`src/rtl/dead_time_gen.sv`:
```
// dead_time_gen: multi-channel dead-time generator for an inverter bridge.
//
// Each channel turns one PWM command into complementary high-side / low-side
// gate drives. Every transition between the two on-states passes through a
// dead interval of max(DEAD,1) cycles, so both switches of a leg are never on
// together. EN=0 floats a leg (HS=LS=0) immediately.
//
// Optional feature macro: DT_FAULT_EN (adds a latched global fault shutdown).
//
// Parameters:
//   N_CH   number of bridge legs
//   CNT_W  width of DEAD and of the per-channel dead counters
// Ports:
//   CLK          system clock, rising edge
//   RST          synchronous active-high reset
//   EN[N_CH]     per-channel enable, 0 forces the leg off
//   PWM[N_CH]    per-channel command, 1 = high side, 0 = low side
//   DEAD[CNT_W]  dead time in cycles, sampled on entry to a dead interval
//   FAULT        (DT_FAULT_EN) fault input, forces all legs off and latches
//   FLT_CLR      (DT_FAULT_EN) clears the latch when FAULT=0
//   FLT_LATCHED  (DT_FAULT_EN) latched fault status
//   HS[N_CH]     registered high-side drive
//   LS[N_CH]     registered low-side drive
//   DT_ACTIVE    registered per-channel dead-interval flag
module dead_time_gen #(
  parameter int unsigned N_CH  = 3,
  parameter int unsigned CNT_W = 8
) (
  input  logic             CLK,
  input  logic             RST,
  input  logic [N_CH-1:0]  EN,
  input  logic [N_CH-1:0]  PWM,
  input  logic [CNT_W-1:0] DEAD,
`ifdef DT_FAULT_EN
  input  logic             FAULT,
  input  logic             FLT_CLR,
  output logic             FLT_LATCHED,
`endif
  output logic [N_CH-1:0]  HS,
  output logic [N_CH-1:0]  LS,
  output logic [N_CH-1:0]  DT_ACTIVE
);

  localparam logic [2:0] StOff = 3'd0;
  localparam logic [2:0] StLo  = 3'd1;
  localparam logic [2:0] StDtH = 3'd2;
  localparam logic [2:0] StHi  = 3'd3;
  localparam logic [2:0] StDtL = 3'd4;

  localparam logic [CNT_W-1:0] CntOne = {{(CNT_W-1){1'b0}}, 1'b1};

  logic [2:0]       state_q [N_CH];
  logic [2:0]       state_d [N_CH];
  logic [CNT_W-1:0] cnt_q   [N_CH];
  logic [CNT_W-1:0] cnt_d   [N_CH];
  logic [N_CH-1:0]  hs_q, ls_q, dt_q;
  logic             force_off;

`ifdef DT_FAULT_EN
  logic flt_q;

  // FAULT wins over FLT_CLR; a clear only takes effect once FAULT is low.
  always_ff @(posedge CLK) begin
    if (RST) begin
      flt_q <= 1'b0;
    end else if (FAULT) begin
      flt_q <= 1'b1;
    end else if (FLT_CLR) begin
      flt_q <= 1'b0;
    end
  end

  // Channels are held off on the clearing edge too; they restart from OFF on
  // the following edge through a full dead interval.
  assign force_off   = FAULT | flt_q;
  assign FLT_LATCHED = flt_q;
`else
  assign force_off = 1'b0;
`endif

  always_comb begin
    for (int i = 0; i < N_CH; i++) begin
      state_d[i] = state_q[i];
      cnt_d[i]   = cnt_q[i];
      if (force_off || !EN[i]) begin
        state_d[i] = StOff;
        cnt_d[i]   = '0;
      end else begin
        unique case (state_q[i])
          StOff: begin
            state_d[i] = PWM[i] ? StDtH : StDtL;
            cnt_d[i]   = DEAD;
          end
          StLo: begin
            if (PWM[i]) begin
              state_d[i] = StDtH;
              cnt_d[i]   = DEAD;
            end
          end
          StHi: begin
            if (!PWM[i]) begin
              state_d[i] = StDtL;
              cnt_d[i]   = DEAD;
            end
          end
          // Abort is checked before expiry: the opposite side never turned
          // on, so returning to the previous on-state needs no gap.
          StDtH: begin
            if (!PWM[i]) begin
              state_d[i] = StLo;
            end else if (cnt_q[i] <= CntOne) begin
              state_d[i] = StHi;
            end else begin
              cnt_d[i] = cnt_q[i] - CntOne;
            end
          end
          StDtL: begin
            if (PWM[i]) begin
              state_d[i] = StHi;
            end else if (cnt_q[i] <= CntOne) begin
              state_d[i] = StLo;
            end else begin
              cnt_d[i] = cnt_q[i] - CntOne;
            end
          end
          default: begin
            state_d[i] = StOff;
            cnt_d[i]   = '0;
          end
        endcase
      end
    end
  end

  // Gate drives are decoded from the next state into flops so the pins come
  // straight off registers and track the state register cycle for cycle.
  always_ff @(posedge CLK) begin
    if (RST) begin
      for (int i = 0; i < N_CH; i++) begin
        state_q[i] <= StOff;
        cnt_q[i]   <= '0;
      end
      hs_q <= '0;
      ls_q <= '0;
      dt_q <= '0;
    end else begin
      for (int i = 0; i < N_CH; i++) begin
        state_q[i] <= state_d[i];
        cnt_q[i]   <= cnt_d[i];
        hs_q[i]    <= (state_d[i] == StHi);
        ls_q[i]    <= (state_d[i] == StLo);
        dt_q[i]    <= (state_d[i] == StDtH) || (state_d[i] == StDtL);
      end
    end
  end

  assign HS        = hs_q;
  assign LS        = ls_q;
  assign DT_ACTIVE = dt_q;

endmodule

```
`config.mk`:
```
export PLATFORM = sky130hd
export DESIGN_NAME = dead_time_gen
export DESIGN_NICKNAME = d
export VERILOG_FILES = /design/src/rtl/dead_time_gen.sv
export SDC_FILE = /design/constraint.sdc
export NUM_CORES = 1
export LEC_CHECK = 0
export ABC_AREA = 1
export CORE_AREA = 3 3 68 70
export CTS_BUF_LIST = sky130_fd_sc_hd__clkbuf_2 sky130_fd_sc_hd__clkbuf_4 sky130_fd_sc_hd__clkbuf_8
export CTS_CLUSTER_DIAMETER = 120
export DETAILED_ROUTE_END_ITERATION = 8
export DIE_AREA = 0 0 71 73
export PLACE_DENSITY = 0.92
export SYNTH_ARGS = -nofsm -noshare
export SYNTH_HDL_FRONTEND = slang
export SYNTH_SLANG_ARGS = --single-unit
```
`constraint.sdc`:
```
create_clock -name CLK -period 2.7 [get_ports CLK]
set_clock_uncertainty 0.05 [all_clocks]
set_input_delay 0.675 -clock CLK [delete_from_list [all_inputs] [get_ports CLK]]
set_output_delay 0.675 -clock CLK [all_outputs]
set_load 0.05 [all_outputs]
```
* Word level (Yosys, flattened, before mapping)
Memory sizes are Yosys's and may differ from the RTL's.
Index checks and enable logic that the tools add are counted.
** Cells by class
- Bitwise operators :: 6
- Multiply operators :: 0
- Divide/modulo/power cells :: 0
- Multiplexer cells :: 57
- Equal/unequal tests :: 24
- Reductions and logical operators :: 6
- Add/sub/neg operators :: 3
- Shift operators :: 0
- Magnitude comparators :: 3
** Operator list (number)
- $mux W8 :: 21
- $pmux W8 S5 :: 3
- $mux W3 :: 27
- $pmux W3 S5 :: 3
- $eq A3 B2 Y1 const B :: 12
- $le A8 B1 Y1 const B :: 3
- $sub A8 B1 Y8 const B :: 3
- $eq A3 B1 Y1 const B :: 6
- $eq A3 B3 Y1 const B :: 6
- $logic_not A3 Y1 :: 3
- $or A1 B1 Y1 :: 6
- $logic_or A1 B1 Y1 :: 3
- $mux W1 :: 3
** Storage, ports and cells
- Word-level logic and storage cells :: 104
- Bits in read-only memories :: 0
- Bits in registers :: 9
- Output and inout port bits :: 9
- Memories :: 2
- Bits in writable memories :: 33
- Bits of input ports :: 16
- Bits in latches :: 0
** Memory list
- cnt_q :: depth 3, bits a word 8, rd ports 3, clocked after memory_dff 0, write ports 3, line 54 : logic [CNT_W-1:0] cnt_q [N_CH];
- state_q :: depth 3, bits a word 3, rd ports 3, clocked after memory_dff 0, write ports 3, line 52 : logic [2:0] state_q [N_CH];

* Logic depth before layout (Yosys ltp)
Gate-level depths: netlist of run 1.
An unclocked memory read counts as a cell.
- Word-level depth :: 8
- Mapped depth :: 10
- Gate-level depth less buffers :: 9

* Worst setup path after synthesis of run 1
Ideal clock, no wire load.
- Path type :: register to register
- From :: memory cnt_q[2][0], in the netlist cnt_q[0][16]
- To :: memory cnt_q[2][2], in the netlist cnt_q[0][18]
- Cell stages (with the launch flop) :: 10
- Clock period less this slack :: 1473 ps
- Library setup time :: 71 ps
- Arrival :: 1352 ps
- Path slack :: 1227 ps
- Cells stage by stage :: dfxtp_1 > inv_1 > ha_1 > o21ai_0 > nor2_1 > nand2_1 > nand2_2 > inv_2 > nand2_1 > a21oi_1
** RTL lines (line)
- start: declaration :: 54

* Worst setup path in the final report of run 1
- From :: register ls_q[2], in the netlist LS[2]
- To :: output LS[2]
** RTL lines
- start: declaration :: line 56 : logic [N_CH-1:0] hs_q, ls_q, dt_q;
- start signal: indexed assignment :: line 151 : ls_q[i] <= (state_d[i] == StLo);
- end: declaration :: line 40 : output logic [N_CH-1:0] LS,
No word-level cell between the ends.

==> results of run 1 <==
[state kept, by name, summed over array words and instances, names as in the netlist]
signal / flops
cnt_q: 24
HS: 3
state_q: 9
DT_ACTIVE: 3
LS: 3
[cell type report]
cell class                 instances  share of cell area, %
inverter                          61                   7.59
sequential                        42                   27.9
clock buffer                       5                   2.28
clock inverter                     3                   1.45
tap                               50                   2.07
timing repair buffer              25                   8.21
multi-input combinational        303                   50.5
[per-layer routing]
metal / share of wire (%) / track usage [%] / up-vias / routed length [um]
met1: 42 / 28.6 / 1216 / 2560
met5: 0 / 0 / - / 0
met2: 51 / 45.4 / 90 / 3100
li1: - / - / 1348 / -
met3: 5.2 / 4.55 / 15 / 320
met4: 2.0 / 12.3 / 0 / 122
[placed cells by master, fill, tap and decap left out]
master and n:
nand2_1 118, inv_1 53, nor2_1 48, dfxtp_1 42, o21ai_0 31, nand3_1 26
a21oi_1 26, clkdlybuf4s50_1 24, nand2_2 13, inv_2 8, nand3_2 6, ha_1 6
nand2_4 5, clkbuf_8 5, o22ai_1 4, a21oi_2 4, nor2_2 3, nor3_1 3
nor3_2 3, nand3_4 2, o21ai_2 2, o21ai_1 1, nor2_8 1, nor3b_2 1
clkinv_2 1, inv_6 1, bufinv_16 1, buf_4 1
[how the worst max path moves through the flow]
| stage | start | endpoint | slack [ns] | cells past startpoint |
|---|---|---|---|---|
| 2_1_floorplan | cnt_q[0][16] | cnt_q[0][18] | 1.23 | 9 |
| 3_3_place_gp | PWM[0] | cnt_q[0][4] | 0.57 | 8 |
| 3_5_place_dp | PWM[0] | cnt_q[0][4] | 0.49 | 8 |
| 4_1_cts | LS[2] | LS[2] | 0.53 | 1 |
| 5_1_grt | LS[1] | LS[1] | 0.51 | 1 |
| 6_report | LS[2] | LS[2] | 0.53 | 1 |
[logic make-up after synthesis]
logic type,Yosys count,synth area share (%)
AOI/OAI and AO/OA,68,14.0
buffers and inverters,63,9.65
adders and majority gates,6,2.87
DFF,42,32.1
and+or+nand+nor,229,41.3
[through the flow]
step / total power [mW] / hold slack, ns / cells / utilization (%)
3_3_place_gp: 1.12 / 0.415 / 481 / 72.1
6_report: 1.65 / 0.446 / 489 / 74.9
5_1_grt: 1.74 / 0.471 / 489 / 74.9
4_1_cts: 1.65 / 0.445 / 489 / 74.9
3_5_place_dp: 1.14 / 0.431 / 481 / 72.1
2_1_floorplan: 1.04 / 0.405 / 408 / -
[power by group]
group	total (mW)	internal (mW)	switching (mW)
Combinational	0.449	0.155	0.295
Clock	0.516	0.277	0.239
Sequential	0.689	0.654	0.0346
Total	1.65	1.09	0.568
==> results summary, run 1 <==
Yosys printed 0 warnings. The placed wire-length estimate after detailed placement is approximately 4600 um. TritonCTS built the clock tree. The initial core utilization is 65.0%. Among all cell types in the netlist, the one instantiated most often is nand2_1. Setup repair after global routing left no endpoint under its margin.

The CTS buffer count came out at 5. The overall fraction of global-route tracks in use came out at 25.2%. The maximum number of pins on one net before global-route repair came out at 15.

The post-route netlist has about an eighth of its cells at a drive strength greater than 1. The max-capacitance violation count came out at 0. After routing the design area is around 0.0030 mm^2.

The final critical path time including I/O delays and setup came out at around 2.2 ns. The cell count of the worst hold path is 2. The number of nets in the synthesized netlist is between 400 and 500.

The run finished with clean final reports. The row count came out at 23. The relative area change from synthesis to final layout is 15.2%. STA classifies the critical path startpoint as a register. After technology mapping, the gate count stands at around 400. The number of antenna violations at the first check in global routing is 0. The footprint of the flip-flops and latches is between 800 and 900 um^2.

Of all flip-flops after synthesis, the portion carrying an async set or reset was 0%. The number of antenna diodes in the final layout is 0. The register-to-register setup slack is between 0.8 and 0.9 ns. The final-report max-slew violation count came to 0.

Static timing analysis puts the maximum clock frequency at around 460 MHz. Setup violations remaining at the end of the flow were counted as 0. The worst register-to-register path ends at cnt_q[0][4]. The area enclosed by the die boundary came out at slightly above 0.005 mm^2.

The via count normalized by instance count is about 5.5. The total power per unit cell area is about 550 mW/mm^2. The pre-antenna-repair detailed-routing pass consisted of 7 iterations. The total wire length after detailed routing came out at slightly above 6000 um. The number of nets in the final layout is 460. The clock insertion delay at the later pin of the skew report came out at between 0.3 and 0.4 ns. The number of nets with antenna violations after routing is 0. The number of H-tree levels came out at 2. The worst min-delay path class is reg -> reg. The reg-to-reg startpoint is cnt_q[0][0]. Dividing the detail-routed wire length by the instance count gives around 12 um. The type of element capturing the critical path is a primary output.

The critical path data required time came out at a little under 2 ns. The slowest library cell on the worst path is clkdlybuf4s50_1. The via count came out at around 2,700. The total of hold buffers inserted after clock tree synthesis is 0. The number of different library cells used by synthesis comes to 24. The cell area after technology mapping is around 0.0026 mm^2. The worst hold path begins at cnt_q[0][11].

The aggregate negative setup slack came out at 0 ns. The average cell area after synthesis is between 6 and 7 um^2. The violation count after the first detailed-route iteration is 220. The width of the die is about 70 um.

By count the netlist is led by 118 x nand2_1, 53 x inv_1, 48 x nor2_1. The port buffer count is 24. Along the worst path, the maximum fanout reaches 1.

The number of buffers between clock root and the deepest sink came out at 2. The worst setup margin is between 0.5 and 0.6 ns. The remaining global-route overflow is 0. The clock tree root buffer cell is clkbuf_8. The static leakage came out at approximately 1.4 nW. The family of cells with the greatest summed delay on the critical path is buffers and inverters. The number of global-route vias before repair came to roughly 2,600. For this run, the leading register cell type out of synthesis is dfxtp_1. The slew at the pin closest to its max-slew limit is 0.588 ns. The arrival time of data at the critical path endpoint is ~1.4 ns. Measured along the y axis, the die boundary spans 73 um. Walking the worst path, the cells encountered are clkdlybuf4s50_1. The final count of hold timing violations is 0. The worst hold path terminates at cnt_q[0][11]. By area the synthesized netlist is led by dfxtp_1 32%, nand2_1 17%, inv_1 7.6%, nor2_1 6.9%, o21ai_0 5.9%. The number of enable flip-flop cells after synthesis is 0. The final RePlAce weighted congestion came out at 0.918. Headroom to the max-slew limit came out at between 60% and 70%.

The sequential share of the synthesized area came out at between 30% and 40%. The number of sinks driven by the clock tree is 42. The area of combinational cells with multiple inputs is roughly 0.0015 mm^2. The standard cell core area came out at ~0.004 mm^2. The post-detailed-route DRC marker count is 0. The total of fill cells in the finished design came out at roughly 330. The number of buffers and inverters on the critical path is 1. The area share of the leading cell type in the synthesized netlist came out at 32.1%. The worst-case setup slack after placement is 0.486 ns. The number of top-level pins is 25. The worst reg2reg path depth is 9. Once the clock tree was built, the setup fixing pass inserted 0 buffers.

The first global-routing pass estimated approximately 11,000 um of wire. The synthesized design spends more area on one cell type than any other, namely dfxtp_1. The fraction of the cycle the final worst path needs is about 80%. Summing all placed instances gives a cell area of roughly 0.0029 mm^2. The category of the critical setup timing path is reg -> out. The peak supply drop came out at between 0.3 and 0.4 mV. In this design, the stage delay of the slowest critical-path cell is 0.80 ns. The register bit count reported by yosys is between 40 and 50. Gates resized during post-CTS repair numbered 0. The clock transition time at the flip-flop clock pins of the worst setup and hold paths came out at 0.09 ns.
(Power assumes the default switching activity.)
==> run 2, diff against run 1 <==
CORE_AREA = 3 3 74 76   (was 3 3 68 70)
DIE_AREA = 0 0 77 79   (was 0 0 71 73)
PLACE_DENSITY = 0.82   (was 0.92)
clock period = 1.98 ns   (was 2.7 ns; I/O delays follow)
==> results summary, run 2 (same netlist as run 1, synthesis figures left out) <==
The run finished with clean final reports. The largest register by flop count is cnt_q. Setup repair after global routing left no endpoint under its margin. The final count of hold timing violations was 0. The remaining global-route overflow came out at 0. Internal power comes to between 1 and 1.5 mW. The number of global-route vias before repair came out at 2,364. The remaining max-slew budget at the tightest pin is between 70% and 80%. The largest single stage delay on the critical path is roughly 0.36 ns. The total of hold buffers inserted after clock tree synthesis is 0. The final-report max-slew violation count is 0. The number of H-tree levels came out at 2. The first global-routing pass estimated about 9900 um of wire. The standard cell core area came out at between 0.004 and 0.005 mm^2. Setup violations remaining at the end of the flow were counted as 0. The slowest stage of the critical path belongs to the cell dfxtp_1. In the final routed layout, each cell accounts on average for roughly 11 um. The aggregate negative setup slack is 0 ns. The fraction of the cycle the final worst path needs came out at just under 90%.

The number of setup buffers added after CTS came out at 0. The number of nets in the final layout came out at between 400 and 500. The total power per unit cell area is roughly 730 mW/mm^2. The final critical path time including I/O delays and setup is 1.73 ns. The worst min-delay path class is reg -> reg.

From bottom edge to top edge, the die measures a little under 80 um. The peak supply drop is between 0.4 and 0.5 mV. The clock insertion delay at the later pin of the skew report is slightly below 0.3 ns. The worst hold slack after final layout is between 0.4 and 0.5 ns. The static leakage came out at between 1 and 1.5 nW. The final RePlAce weighted congestion is between 0.8 and 0.9. After the first detailed-routing iteration, the DRC count stood at approximately 150. The setup check on the worst reg-to-reg path leaves a slack of approximately 0.25 ns. Leaving out fill and tap cells, the most frequent cell in the layout is nand2_1. 25 I/O pins were placed. The area enclosed by the die boundary came out at ~0.0061 mm^2. The placed wire-length estimate after detailed placement came out at 4370 um. The post-route non-filler standard cell count is a little over 500. The relative area change from synthesis to final layout is 16.2%. The register with the most flip-flops in the layout has 24 of them.

The maximum clock rate came out at 578 MHz. The number of buffers and inverters on the critical path is 2. The max-capacitance violation count is 0. The via count normalized by instance count is between 4 and 5. The post-cts gate resize count came out at 0. For the worst setup path, the data arrival time is between 1.5 and 2 ns. The width of the die came out at a little under 80 um. The antenna diode instance count is 0. The number of sinks driven by the clock tree is between 40 and 50. In the final layout, the registers with the most flip-flops are cnt_q x24, state_q x9.

TritonCTS built the clock tree. Sequential cells burn 42.3% of the power. Once placement completed, the tool counted placed cells totaling approximately 500. Of the total power, the share spent switching nets is about a third. The combinational power share is between 20% and 30%. Of all nets on the critical path, the largest fanout is 6. The CTS buffer count is 5. Clock-pin slew was measured on the worst setup and hold paths at 0.08 ns. The number of buffers between clock root and the deepest sink is 2. Entering global routing, the biggest net connects 14 pins. The initial core utilization is 54.7%. The critical path is of the reg -> reg type. The switching power is 0.737 mW. In this design, the largest share of critical-path delay is due to simple AND/OR/NAND/NOR gates. In this run the tool buffered the top-level ports with 24 buffer cells. In the global route stage, overall resource usage came out at between 10% and 20%. For the worst setup path, the data required time is between 2 and 2.5 ns. The row count came out at 25. The critical path startpoint category is a register. Clock tree synthesis selected as its root buffer the cell clkbuf_8. Cells with a size suffix above 1 make up 15.8% of the layout. The slew at the pin closest to its max-slew limit is 0.388 ns.

The library cells used most frequently in the layout, excluding fill and tap cells, are 118 x nand2_1, 53 x inv_1, 48 x nor2_1. The most numerous cell type found on the critical path is nand2_2. The number of nets with antenna violations after routing is 0. Before antenna repair, the detailed router went through 5 iterations. The overall power of the completed layout is 2.22 mW.

The post-detailed-route DRC marker count came out at 0. The clock network is responsible for 30.1% of the overall power. The number of antenna violations at the first check in global routing came out at 0. The worst-case setup slack after placement is roughly 0.046 ns.

Traced cell by cell, the critical path runs through inv_1 > ha_1 > nor2_1 > nor2_2 > nand3_2 > nand2_2 > buf_4 > nand2_2 > a21oi_1. STA classifies the critical path endpoint as a register. In the post-route analysis, the smallest setup slack over all paths is ~0.25 ns. The via count came out at around 2,500. The routed design has between 5000 and 6000 um of wire.
## run 2: cell count changes in the layout (fill, tap and decap cells not counted), sizes merged
cell / previous run / this run
inv: 62 / 61
clkinv: 1 / 2
clkdlybuf4s50: 24 / 15
buf: 1 / 14
## run 2: per-stage QoR
step	area [um^2]	util (%)
after floorplan	2620	-
after global placement	2930	61.3
after detailed placement	2930	61.3
after CTS	3040	63.6
after global routing	3040	63.6
final	3040	63.6
## run 2: routing by layer
layer  wire, um  share of wire [%]  vias to the layer above  track usage (%)
met5          0                  0                        -                0
li1           -                  -                     1361                -
met2       2890                 51                       69             37.0
met3        310                5.5                        2             3.85
met1       2460                 43                     1099             22.6
met4         29               0.51                        0             6.58
## run 2: worst paths after layout
| path | start | to | cells after the start |
|---|---|---|---|
| max reg2reg | cnt_q[0][0] | cnt_q[0][7] | 9 |
| min | cnt_q[0][6] | cnt_q[0][6] | 2 |
| min reg2reg | cnt_q[0][6] | cnt_q[0][6] | 2 |
| max | cnt_q[0][0] | cnt_q[0][7] | 9 |
## run 2: worst reg2reg max path, cell delays in order (launching register included)
cell and delay (ns):
dfxtp_1 0.36, inv_1 0.12, ha_1 0.25, nor2_1 0.08, nor2_2 0.15, nand3_2 0.09, nand2_2 0.17, buf_4 0.20
nand2_2 0.05, a21oi_1 0.15
## run 2: final cells by class
class	count	area (um^2)
tap	67	83.8
multi-input combinational	303	1530
clock inverter	3	40.0
inverter	61	229
sequential	42	841
clock buffer	5	68.8
timing repair buffer	29	255
fill	464	1740
## run 2: power groups by stage
stage	combinational [mW]	sequential (mW)	clock, mW
after global routing	0.694	0.946	0.721
after CTS	0.615	0.937	0.687
after floorplan	0.431	0.980	0
final	0.613	0.939	0.668
after detailed placement	0.611	0.957	0
after global placement	0.596	0.956	0
==> RTL edit 1 (config.mk and constraints of run 1) <==
Register the inputs `EN`, `PWM` and `DEAD` before use, without a reset. The logic sees them one clock later. Comments in the files are not updated.
--- a/src/rtl/dead_time_gen.sv
+++ b/src/rtl/dead_time_gen.sv
@@ -50,4 +50,14 @@
   localparam logic [CNT_W-1:0] CntOne = {{(CNT_W-1){1'b0}}, 1'b1};
 
+  logic [N_CH-1:0] EN_q;
+  logic [N_CH-1:0] PWM_q;
+  logic [CNT_W-1:0] DEAD_q;
+
+  always_ff @(posedge CLK) begin
+    EN_q   <= EN;
+    PWM_q  <= PWM;
+    DEAD_q <= DEAD;
+  end
+
   logic [2:0]       state_q [N_CH];
   logic [2:0]       state_d [N_CH];
@@ -83,5 +93,5 @@
       state_d[i] = state_q[i];
       cnt_d[i]   = cnt_q[i];
-      if (force_off || !EN[i]) begin
+      if (force_off || !EN_q[i]) begin
         state_d[i] = StOff;
         cnt_d[i]   = '0;
@@ -89,17 +99,17 @@
         unique case (state_q[i])
           StOff: begin
-            state_d[i] = PWM[i] ? StDtH : StDtL;
-            cnt_d[i]   = DEAD;
+            state_d[i] = PWM_q[i] ? StDtH : StDtL;
+            cnt_d[i]   = DEAD_q;
           end
           StLo: begin
-            if (PWM[i]) begin
+            if (PWM_q[i]) begin
               state_d[i] = StDtH;
-              cnt_d[i]   = DEAD;
+              cnt_d[i]   = DEAD_q;
             end
           end
           StHi: begin
-            if (!PWM[i]) begin
+            if (!PWM_q[i]) begin
               state_d[i] = StDtL;
-              cnt_d[i]   = DEAD;
+              cnt_d[i]   = DEAD_q;
             end
           end
@@ -107,5 +117,5 @@
           // on, so returning to the previous on-state needs no gap.
           StDtH: begin
-            if (!PWM[i]) begin
+            if (!PWM_q[i]) begin
               state_d[i] = StLo;
             end else if (cnt_q[i] <= CntOne) begin
@@ -116,5 +126,5 @@
           end
           StDtL: begin
-            if (PWM[i]) begin
+            if (PWM_q[i]) begin
               state_d[i] = StHi;
             end else if (cnt_q[i] <= CntOne) begin
Check against the original RTL: not equivalent (a bounded check fails within 4 cycles, from zero or initial values and one cycle with RST high).
==> RTL edit 1 against run 1 <==
Sequential cell count grew 14. Area after synthesis grew 6.6%. Maximum frequency shrank 1.1%. Final area grew 5.3%. Wire length grew 7.3%. Count of clock-buffer cells in the layout grew 1. Power grew 12%. Sequential power grew 33%. Setup slack lost 0.024 ns. Critical endpoint is now HS[1].
==> RTL edit 1: results (changes against run 1) <==
| Metric | Value |
|---|---|
| Post-Syn Nets | 441 (+2.6%) |
| Total GRT Usage | 27.3% (+2.1 points) |
| GRT met1 Usage | 30.5% (+1.9 points) |
| Hold_ws | 0.445 ns (-0.000769 ns) |
| Status | complete, no violations |
| Max-slew headroom | 54.0% (-6.4 points) |
| Logic inverters | 56 (-8.2%) |
| CP Capture Point | HS[1] |
| Clock buf/inv share | 3.03% (-0.70 points) |
| Worst reg2reg endpoint | LS[0] |
| Fillers | 293 (-11%) |
| Hold_sp | cnt_q[0][23] |
| Drt via density | 5.48 (+0.46%) |
| DR pass1 iterations | 5 (-2) |
| Peak Freq | 457 MHz (-1.1%) |
| Global Route met2 Usage | 48.5% (+3.1 points) |
| Worst Hold Path EP | cnt_q[0][23] |
| Top post-synthesis cells by area | dfxtp_1, nand2_1, nor2_1 |
| Final Instance Area | 3180 sq um (+5.3%) |
| Clock buffer count | 6 (+1) |
| Fraction of area in multi-input gates | 45.3% (-5.2 points) |
| M1 WL | 2.58 mm (+0.94%) |
| R2r worst-path depth | 10 (+1) |
| Pleak | 1.47 nW (+6.4%) |
| VDD IR max | 0.431 mV (+34%) |
| Buffering overhead | 7.80% (-0.41 points) |
[RTL edit 1: cell count changes after synthesis, sizes merged, moves of 2 or more]
cell   change
inv        -5
nand3      -2
o22ai      +4
o21ai     -13
a21oi     -11
nor2      +10
xnor2      +3
nand4      +5
dfxtp     +14
[RTL edit 1: power by group]
part,internal (mW),leakage (nW),switching (mW)
Combinational,0.166,0.953,0.294
Sequential,0.874,0.461,0.0409
Clock,0.210,0.0516,0.273
[RTL edit 1: logic make-up (layout without fill, tap and decap cells)]
kind of cell / Yosys count / after routing / synth area share [%]
buffers and inverters: 59 / 89 / 8.33
DFF: 56 / 56 / 40.1
AOI/OAI and AO/OA: 49 / 49 / 10.3
and+or+nand+nor: 246 / 246 / 37.6
adders and majority gates: 6 / 6 / 2.69
xor gates and xnor gates: 3 / 3 / 0.941
[RTL edit 1: worst min-delay path, delay by kind of cell, from the launching register on]
| family | cells | cell delay [ns] |
|---|---|---|
| compound gates | 1 | 0.05 |
| flops | 1 | 0.34 |
| simple gates | 1 | 0.07 |
==> RTL edit 2 (config.mk and constraints of run 1) <==
Without the edit above. Change the parameter `N_CH` from 3 to 2.
--- a/src/rtl/dead_time_gen.sv
+++ b/src/rtl/dead_time_gen.sv
@@ -24,5 +24,5 @@
 //   DT_ACTIVE    registered per-channel dead-interval flag
 module dead_time_gen #(
-  parameter int unsigned N_CH  = 3,
+  parameter int unsigned N_CH  = 2,
   parameter int unsigned CNT_W = 8
 ) (
Ports: changed (5 resized); port bits go from 25 to 20. No check against the original RTL was run, so the function may have changed too.
==> RTL edit 2 against run 1 <==
Setup slack better by 0.046 ns. Sequential power is 33% lower. Non-clock buffer count is 5 lower. Final area is 34% lower. Sequential cell count is 14 lower. Die area stayed put. Area after synthesis is 35% lower. Power is 38% lower. Wire length is 37% lower. Largest cell class unchanged. Largest power group unchanged. Highest routed layer unchanged.
==> RTL edit 2: results (changes against run 1) <==
| Metric | Value |
|---|---|
| Pleak | 0.948 nW (-31%) |
| Worst Tran Pin Value | 0.499 ns (-0.0897 ns) |
| Worst reg2reg endpoint | cnt_q[0][15] |
| Synth unique cells | 23 (-4.2%) |
| Worst Hold Path EP | cnt_q[0][6] |
| Hold_sp | cnt_q[0][6] |
| Antenna violations before repair | 0 (unchanged) |
| Largest net degree at the start of global routing | 16 (+1) |
| Num CTS Buffers | 3 (-2) |
| Synthesized area per cell | 6.10 sq um (-5.0%) |
| Dpl hpwl | 2.97 mm (-36%) |
| R2R Path Start | cnt_q[0][8] |
| Number of global-route vias before repair | 1613 (-37%) |
| Post-Syn Nets | 299 (-30%) |
| Status | complete, no violations |
| Final Net Count | 321 (-30%) |
| Fraction of final layout cells with drive strength greater than 1 | 5.96% (-7.0 points) |
| Initial DRC count | 105 (-52%) |
| Dpl cell area | 1940 sq um (-33%) |
| Total GRT Usage | 15.7% (-9.5 points) |
| Htree depth | 1 (-1) |
| Top flop regs | cnt_q: 16 flops, state_q: 6 flops |
| VDD IR max | 0.320 mV (-0.25%) |
| Delay-heaviest family, CP | buffers and inverters |
| Post-CTS resize count | 0 (unchanged) |
| Via count | 1728 (-35%) |
| Fillers | 401 (+22%) |
| Commonest cells post-synth | nand2_1, nor2_1, inv_1 |
| Asr flop ratio synth | 0% (unchanged) |
| Worst min-delay path class | register to register |
| R2r worst-path depth | 10 (+1) |
| DR pass1 iterations | 4 (-3) |
| Register area share after synthesis | 32.7% (+0.62 points) |
| First-pass GRT wire length | 6.64 mm (-37%) |
| Maximum clock path buffer count | 2 (unchanged) |
| Arr. time, crit path | 1.39 ns (-0.05 ns) |
| Top post-synthesis cells by area | dfxtp_1, nand2_1, nor2_1 |
| Dominant synthesized flop cell | dfxtp_1 |
| Clk root buf | clkbuf_8 |
| Port bufs | 19 (-21%) |
| R2R setup slack | 0.90 ns (+0.07 ns) |
| Post-place setup slack | 0.451 ns (-0.0346 ns) |
| Final non-filler cell total | 352 (-28%) |
| N_diodes | 0 (unchanged) |
| GPL Wtd Cong | 0.927 (+1.1%) |
| Skew-Pair Late Insertion Delay | 0.28 ns (-0.03 ns) |
| Slowest stage delay, CP | 0.80 ns (about the same) |
| Post-detailed-route wirelength per cell | 10.9 um (-13%) |
| Hold_ws | 0.441 ns (-0.00467 ns) |
==> RTL edit 2: cell types whose count changed after synthesis, sizes merged, moves of 3 or more <==
cell / delta
o21ai: -15
dfxtp: -14
nand2: -48
nor3: -3
nand4: +3
inv: -17
a21oi: -19
nand3: -12
==> RTL edit 2: layout make-up <==
type,instances,area [sq um],share of cell area (%)
multi-input combinational,206,957,47.9
inverter,44,165,8.27
timing repair buffer,20,198,9.89
tap,50,62.6,3.13
sequential,28,561,28.1
clock buffer,4,55.1,2.76
==> RTL edit 2: worst max-delay path by stage <==
stage | slack, ns | to | cells after the start | start
floorplan | 1.20 | cnt_q[0][14] | 9 | PWM[1]
global placement | 0.51 | cnt_q[0][14] | 8 | PWM[1]
detailed placement | 0.45 | cnt_q[0][15] | 8 | PWM[1]
CTS | 0.57 | DT_ACTIVE[1] | 1 | DT_ACTIVE[1]
global route | 0.54 | cnt_q[0][14] | 9 | PWM[1]
finish | 0.58 | DT_ACTIVE[1] | 1 | DT_ACTIVE[1]
==> RTL edit 2: power breakdown <==
part	internal (mW)	switching (mW)
Sequential	0.438	0.0218
Combinational	0.111	0.191
Clock	0.131	0.133
Total	0.680	0.346
==> RTL edit 2: kinds of logic (layout without fill, tap and decap cells) <==
kind of cell	Yosys count	in the layout	share of synthesized area (%)
compound gates	34	34	11.0
xor+xnor	2	2	1.02
fa+ha+maj	4	4	2.92
buf+inv	47	68	11.4
flops	28	28	32.7
simple gates	166	166	41.0
==> RTL edit 2: routing by layer <==
metal  wire length (um)  global-route usage, %  vias up
met5                  0                      0        -
met4                 59                   7.93        0
met3                114                   2.48        5
met2               1930                   28.5       28
met1               1720                   17.8      782
li1                   -                      -      913
